<file path="src/rtl/booth_wallace_cla.sv">
// booth_wallace_cla: signed radix-4 Booth / Wallace / CLA multiplier; define BOOTH_WALLACE_CLA_PIPE_EN for a tree-to-CLA register stage
module booth_wallace_cla #(
  parameter int WIDTH = 16
) (
  input  logic                 clk,
  input  logic                 rst,
  input  logic                 in_valid,
  input  logic [WIDTH-1:0]     multiplicand,
  input  logic [WIDTH-1:0]     multiplier,
  output logic                 out_valid,
  output logic [2*WIDTH-1:0]   product
);
  localparam int P = 2 * WIDTH;
  localparam int N = WIDTH / 2;
  localparam int NG = P / 4;
  function automatic int cnt(input int l);
    int n;
    n = N + 1;
    for (int i = 0; i < l; i++) n = n - n / 3;
    return n;
  endfunction
  function automatic int depth();
    int n, d;
    n = N + 1;
    d = 0;
    while (n > 2) begin
      n = n - n / 3;
      d++;
    end
    return d;
  endfunction
  localparam int D = depth();
  logic [WIDTH:0] bx;
  logic [P-1:0] ae;
  logic [P-1:0] pp [N];
  logic [P-1:0] cor;
  logic [2:0] t;
  logic neg;
  logic [P-1:0] mag;
  logic [P-1:0] tr [D+1][N+1];
  assign bx = {multiplier, 1'b0};
  assign ae = {{WIDTH{multiplicand[WIDTH-1]}}, multiplicand};
  always_comb begin
    cor = '0;
    t = '0;
    neg = 1'b0;
    mag = '0;
    for (int i = 0; i < N; i++) begin
      t = bx[2*i +: 3];
      neg = t[2] & ~(t[1] & t[0]);
      mag = (t[1] ^ t[0]) ? ae : ((t == 3'b011) || (t == 3'b100)) ? ae << 1 : '0;
      pp[i] = (neg ? ~mag : mag) << (2 * i);
      cor[2*i] = neg;
    end
  end
  for (genvar j = 0; j < N; j++) begin : g_pp
    assign tr[0][j] = pp[j];
  end
  assign tr[0][N] = cor;
  for (genvar l = 0; l < D; l++) begin : g_lvl
    localparam int n = cnt(l);
    localparam int k = n / 3;
    for (genvar o = 0; o <= N; o++) begin : g_out
      if (o < 2 * k && o % 2 == 0) begin : g_sum
        assign tr[l+1][o] = tr[l][3*(o/2)] ^ tr[l][3*(o/2)+1] ^ tr[l][3*(o/2)+2];
      end else if (o < 2 * k) begin : g_car
        assign tr[l+1][o] = ((tr[l][3*(o/2)] & tr[l][3*(o/2)+1]) |
                             (tr[l][3*(o/2)] & tr[l][3*(o/2)+2]) |
                             (tr[l][3*(o/2)+1] & tr[l][3*(o/2)+2])) << 1;
      end else if (o < n - k) begin : g_pass
        assign tr[l+1][o] = tr[l][o+k];
      end else begin : g_zero
        assign tr[l+1][o] = '0;
      end
    end
  end
  logic [P-1:0] x, y, g, p, c, s;
  logic [NG-1:0] gg, gp, gc;
  logic tm;
  logic vin;
`ifdef BOOTH_WALLACE_CLA_PIPE_EN
  logic [P-1:0] s_q, c_q;
  logic v_q;
  always_ff @(posedge clk) begin
    if (rst) begin
      s_q <= '0;
      c_q <= '0;
      v_q <= 1'b0;
    end else begin
      v_q <= in_valid;
      if (in_valid) begin
        s_q <= tr[D][0];
        c_q <= tr[D][1];
      end
    end
  end
  assign x = s_q;
  assign y = c_q;
  assign vin = v_q;
`else
  assign x = tr[D][0];
  assign y = tr[D][1];
  assign vin = in_valid;
`endif
  always_comb begin
    g = x & y;
    p = x ^ y;
    gg = '0;
    gp = '0;
    gc = '0;
    c = '0;
    tm = 1'b0;
    for (int k = 0; k < NG; k++) begin
      gg[k] = g[4*k+3] | (p[4*k+3] & g[4*k+2]) | (p[4*k+3] & p[4*k+2] & g[4*k+1]) |
              (&p[4*k+1 +: 3] & g[4*k]);
      gp[k] = &p[4*k +: 4];
    end
    for (int k = 1; k < NG; k++) begin
      for (int j = 0; j < k; j++) begin
        tm = gg[j];
        for (int m = j + 1; m < k; m++) tm = tm & gp[m];
        gc[k] = gc[k] | tm;
      end
    end
    for (int k = 0; k < NG; k++) begin
      c[4*k] = gc[k];
      c[4*k+1] = g[4*k] | (p[4*k] & gc[k]);
      c[4*k+2] = g[4*k+1] | (p[4*k+1] & g[4*k]) | (p[4*k+1] & p[4*k] & gc[k]);
      c[4*k+3] = g[4*k+2] | (p[4*k+2] & g[4*k+1]) | (p[4*k+2] & p[4*k+1] & g[4*k]) |
                 (&p[4*k +: 3] & gc[k]);
    end
    s = p ^ c;
  end
  always_ff @(posedge clk) begin
    if (rst) begin
      product <= '0;
      out_valid <= 1'b0;
    end else begin
      out_valid <= vin;
      if (vin) product <= s;
    end
  end
endmodule

</file>
<file path="config.mk">
export PLATFORM = sky130hd
export DESIGN_NAME = booth_wallace_cla
export DESIGN_NICKNAME = d
export VERILOG_FILES = /design/src/rtl/booth_wallace_cla.sv
export SDC_FILE = /design/constraint.sdc
export NUM_CORES = 1
export LEC_CHECK = 0
export ABC_CLOCK_PERIOD_IN_PS = 12100
export BUFFER_PORTS_ARGS = -buffer_cell sky130_fd_sc_hd__buf_2
export CAP_MARGIN = 10
export CORE_MARGIN = 2
export CORE_UTILIZATION = 34
export DETAILED_ROUTE_END_ITERATION = 7
export SETUP_SLACK_MARGIN = 0.05
export SLEW_MARGIN = 10
export SYNTH_ARGS = -nofsm -noshare
export SYNTH_HDL_FRONTEND = slang
export SYNTH_SLANG_ARGS = --single-unit
</file>
<file path="constraint.sdc">
create_clock -name clk -period 12.1 [get_ports clk]
set_input_delay 1.815 -clock clk [delete_from_list [all_inputs] [get_ports clk]]
set_output_delay 1.815 -clock clk [all_outputs]
set_load 0.1 [all_outputs]
</file>
==> metrics, run 1 <==
status finished, final reports clean; maximum clock rate 114 MHz; core area between 30000 and 40000 um^2; DR WL/cell 17.7 um; Worst EP required approximately 12 ns; unrepaired setup endpoints after global routing no; critical path type input port to flop; Arr. time, crit path 8.92 ns; total track usage 0.179; dpl cell area 10800 um^2; vias in the first global route between 8k and 9k; starting DRC count in detailed routing 704; initial antenna violation count 0; Unique masters post-synth 51; dpl ws 3.05 ns; final setup margin 3.33 ns; post-synth net total 1587; ys async rst share 0; FF+latch count, synth 33; CP max FO 33; Synthesis Warnings 0; layout cells sized above 1 0.0738; number of buffers added on ports 67; num rows 64; worst hold path class flop to flop; Slew @ Worst Pin 1.18 ns; Post-Syn Area about 10000 um^2; Layout Nets 1528; first-pass GRT wire length 47400 um; post-route ant nets 0; DR vias/cell 5.51; Setup Skew 0 ns; Detail Placement HPWL ~22000 um; chip width 180 um; Via Count 9286; sequential-to-total area share from yosys stat 0.0630; clock sinks 33; Initial Utilization 0.344; die span in y 180 um; post-cts sizing count 0; setup TNS 0 ns; final setup violation count 0; DRC viols 0; # hold bufs at CTS 0; ant diodes 0; ys flop type dfxtp_1; Gate Count Post-Synth 1346; clk slew on worst S/H paths approximately 0.05 ns; max-slew violations 0; total gr overflow 0; number of CTS-inserted buffers 5; EDFF count, synth 0; Final Cycle Share 0.724; Slew HR 0.213; pin count of the biggest net entering global routing 37; clk_lat worst skew 0.27 ns; startpoint types input port; fin crit period slightly below 9 ns; filler cell count 3197; Final Hold Fails 0; Root Driver clkbuf_16; maxcap violations 0; die area 32200 um^2; syn_area_per_cell between 7 and 8 um^2; CTS tree done; Routed WL 29800 um; num ports 68; maximum buffer depth of the clock tree 2; Pre-Repair DR Iteration Count 5; postcts setup bufs 0; Worst Setup End Kind flop; area delta synth->final 5.17%; fin util 0.362; H-Tree Depth 2; gpl congestion 0.866; final instance area 11000 um^2
==> cell usage in the layout, fill, tap and decap left out, types with 11 or more instances in the layout <==
cell type  count
nand2b_1      11
o31ai_1       11
nand3_1       17
inv_1        181
mux2i_1       15
xor2_1        37
dfxtp_1       33
a21oi_1      110
nand2_1      114
o21ai_0       52
ha_1          83
xnor2_1      106
a211oi_1      90
buf_2         67
nor2_1        52
a311oi_1      87
fa_1         123
==> path summary, 6_finish.rpt <==
path              cells past startpoint     endpoint           from  slack [ns]
setup / recovery                     24  product[28]  multiplier[1]        3.33
hold / removal                        2  product[15]    product[15]        0.45
setup reg to reg                      2  product[19]    product[19]       11.27
hold reg to reg                       2  product[15]    product[15]        0.45
==> per-layer routing <==
layer  vias up  GRT usage  part of all wire
met5         -          0                 0
met4         0     0.0553             0.031
met3        40     0.0237             0.046
met2       242      0.302              0.49
met1      4535      0.237              0.43
li1       4469          -                 -
==> registers in the layout (all words and copies together), names as in the netlist <==
name and cells:
product 32, out_valid 1
==> logic make-up (layout without fill, tap and decap cells) <==
group,Yosys count,count (layout),synth area share
buffers and inverters,329,271,0.118
xor gates and xnor gates,143,143,0.120
muxes,15,15,0.0143
adders and majority gates,206,206,0.334
and+or+nand+nor,233,233,0.0971
DFF,33,33,0.0630
AOI/OAI and AO/OA,387,387,0.253
==> final cells by class <==
cell class,instances,area (um^2),share of cell area
Multi-Input combinational cell,984,8590,0.779
Tap cell,396,495,0.0450
Timing Repair Buffer,76,403,0.0366
Clock buffer,7,143,0.0129
Inverter,187,702,0.0637
Clock inverter,1,30.0,0.00272
Sequential cell,33,661,0.0599
==> worst max-delay path, cell delays in order <==
cell	delay, ns
buf_2	0.40
clkinv_1	0.53
ha_1	1.06
o21ai_0	0.23
a21oi_1	0.21
a21o_1	0.22
inv_1	0.08
fa_1	0.54
inv_1	0.17
fa_1	0.51
inv_1	0.04
fa_1	0.45
fa_1	0.49
inv_1	0.04
ha_1	0.35
nand2_1	0.10
nor4_1	0.40
inv_1	0.13
o32ai_2	0.34
nand2_1	0.10
nand2_1	0.11
fa_1	0.40
mux2i_1	0.14
nor2_1	0.05
==> Yosys cell counts, types with 4 or more instances <==
cell type  count  area [um^2]
a211oi_1      90          676
a21o_1         8         60.1
a21oi_1      110          551
a221oi_1       5         43.8
a311oi_1      87          762
and2_1         4         25.0
buf_1         20         75.1
buf_2          5         25.0
clkbuf_1     117          439
clkinv_1       4         15.0
dfxtp_1       33          661
fa_1         123         2460
ha_1          83         1040
inv_1        181          679
mux2i_1       15          150
nand2_1      114          428
nand2b_1      11         68.8
nand3_1       17         85.1
nand3b_1       4         30.0
nor2_1        56          210
nor3_1         6         30.0
o21ai_0       52          260
o22ai_1        5         31.3
o31ai_1       11         82.6
or3_1          4         25.0
xnor2_1      106          928
xor2_1        37          324
==> stage by stage <==
stage	std cells	hold WS, ns
detailed placement	1676	0.447
floorplan	1346	0.880
finish	1684	0.453
global route	1684	0.493
global placement	1676	0.433
CTS	1684	0.459
Power of run 1 is left out: the tool's default activity adds up to more than one toggle a clock period on the data nets, which glitch-free logic cannot reach.
==> run 2, diff against run 1 <==
- ABC_CLOCK_PERIOD_IN_PS: 12100 -> 7700
- clock period: 12.1 -> 7.7 ns (I/O delays scaled with it)
==> metrics, run 2 (synthesis gave the netlist of run 1 again) <==
initial antenna violation count 0; number of CTS-inserted buffers 5; # hold bufs at CTS 0; maxcap violations 0; Setup Skew 0 ns; starting DRC count in detailed routing 613; post-route ant nets 0; Layout Nets 1560; first-pass GRT wire length 48000 um; Root Driver clkbuf_16; Largest regs product (32), out_valid (1); total track usage 0.182; clk_lat worst skew 0.27 ns; vias in the first global route 8888; gpl congestion 0.894; Routed WL between 30000 and 40000 um; Worst Setup End Kind flop; layout cells sized above 1 0.0962; Final Cycle Share 0.912; Worst path most repeated cell fa_1; clk slew on worst S/H paths 0.05 ns; FF/Latch Area 661 um^2; pin count of the biggest net entering global routing 35; filler cell count 3230; setup TNS 0 ns; total gr overflow 0; DRC viols 0; Worst EP required 7.90 ns; postcts setup bufs 0; core area 30400 um^2; fin crit period 7.02 ns; worst hold path class flop to flop; CP top delay family adder cells; number of buffers added on ports 67; Final Hold Fails 0; max FFs per register 32; startpoint types input port; area of the multi-input gates 8590 um^2; CP max FO 17; Crit-path slowest cell ha_1; Slew HR 0.356; clock sinks 33; critical path cell sequence buf_2 > inv_2 > ha_1 > nand2b_1 > a311oi_1 > a21oi_1 > ha_1 > inv_1 > fa_1 > fa_1 > fa_1 > inv_1 > ha_1 > a21oi_1 > o21ai_0 > a21oi_1 > o32ai_2 > or2_2 > fa_1 > xnor2_1 > a211oi_1; max incr delay on CP 0.59 ns; Detail Placement HPWL 23100 um; fin cells approximately 1.7k; Via Count 9368; critical path type input port to flop; area delta synth->final 7.46%; CTS tree done; Crit path buffers/inverters 4; H-Tree Depth 2; max-slew violations 0; Slew @ Worst Pin between 0.9 and 1 ns; placed cell count 1708; status finished, final reports clean; Initial Utilization 0.344; final setup violation count 0; maximum buffer depth of the clock tree 2; most frequent cells in the layout inv_1, fa_1, nand2_1, a21oi_1, xnor2_1; num rows 64; die span in y ~180 um; DR WL/cell 17.5 um; Arr. time, crit path between 7 and 8 ns; chip width 180 um; most common cell after layout, fill and taps aside inv_1; DR vias/cell 5.46; Pre-Repair DR Iteration Count 5; post-cts sizing count 0; maximum clock rate between 100 and 150 MHz; unrepaired setup endpoints after global routing no; ant diodes 0; Top reg by flops product; die area 32200 um^2; num ports 68
## run 2: worst min-delay path, stage by stage (launching register included)
cell and delay, ns:
dfxtp_1 0.32, nand2_1 0.04, o21ai_0 0.05
## run 2: final timing paths
| kind | from | endpoint | slack, ns | depth (start not counted) |
|---|---|---|---|---|
| max | multiplier[11] | product[25] | 0.68 | 21 |
| min reg2reg | product[26] | product[26] | 0.45 | 2 |
| max reg2reg | product[19] | product[19] | 6.90 | 2 |
| min | product[26] | product[26] | 0.45 | 2 |
## run 2: routing by layer
metal,track usage,routed length [um]
met5,0,0
met4,0.0507,854
met3,0.0227,1540
met2,0.315,14900
met1,0.237,12800
## run 2: through the flow
stage / utilization / hold slack, ns / cell area [um^2] / setup WS (ns)
4_1_cts: 0.370 / 0.458 / 11300 / 0.743
6_report: 0.370 / 0.451 / 11300 / 0.676
2_1_floorplan: - / 0.880 / 10500 / 0.457
5_1_grt: 0.370 / 0.491 / 11300 / 0.333
3_3_place_gp: 0.364 / 0.437 / 11100 / 0.568
3_5_place_dp: 0.364 / 0.443 / 11100 / 0.448
## run 2: final cells by class
class | count | area share
Sequential cell | 33 | 0.0587
Timing Repair Buffer | 108 | 0.0571
Clock buffer | 7 | 0.0127
Tap cell | 396 | 0.0440
Multi-Input combinational cell | 984 | 0.763
Inverter | 187 | 0.0623
Clock inverter | 1 | 0.00267
Power of run 2 is left out for the same reason.
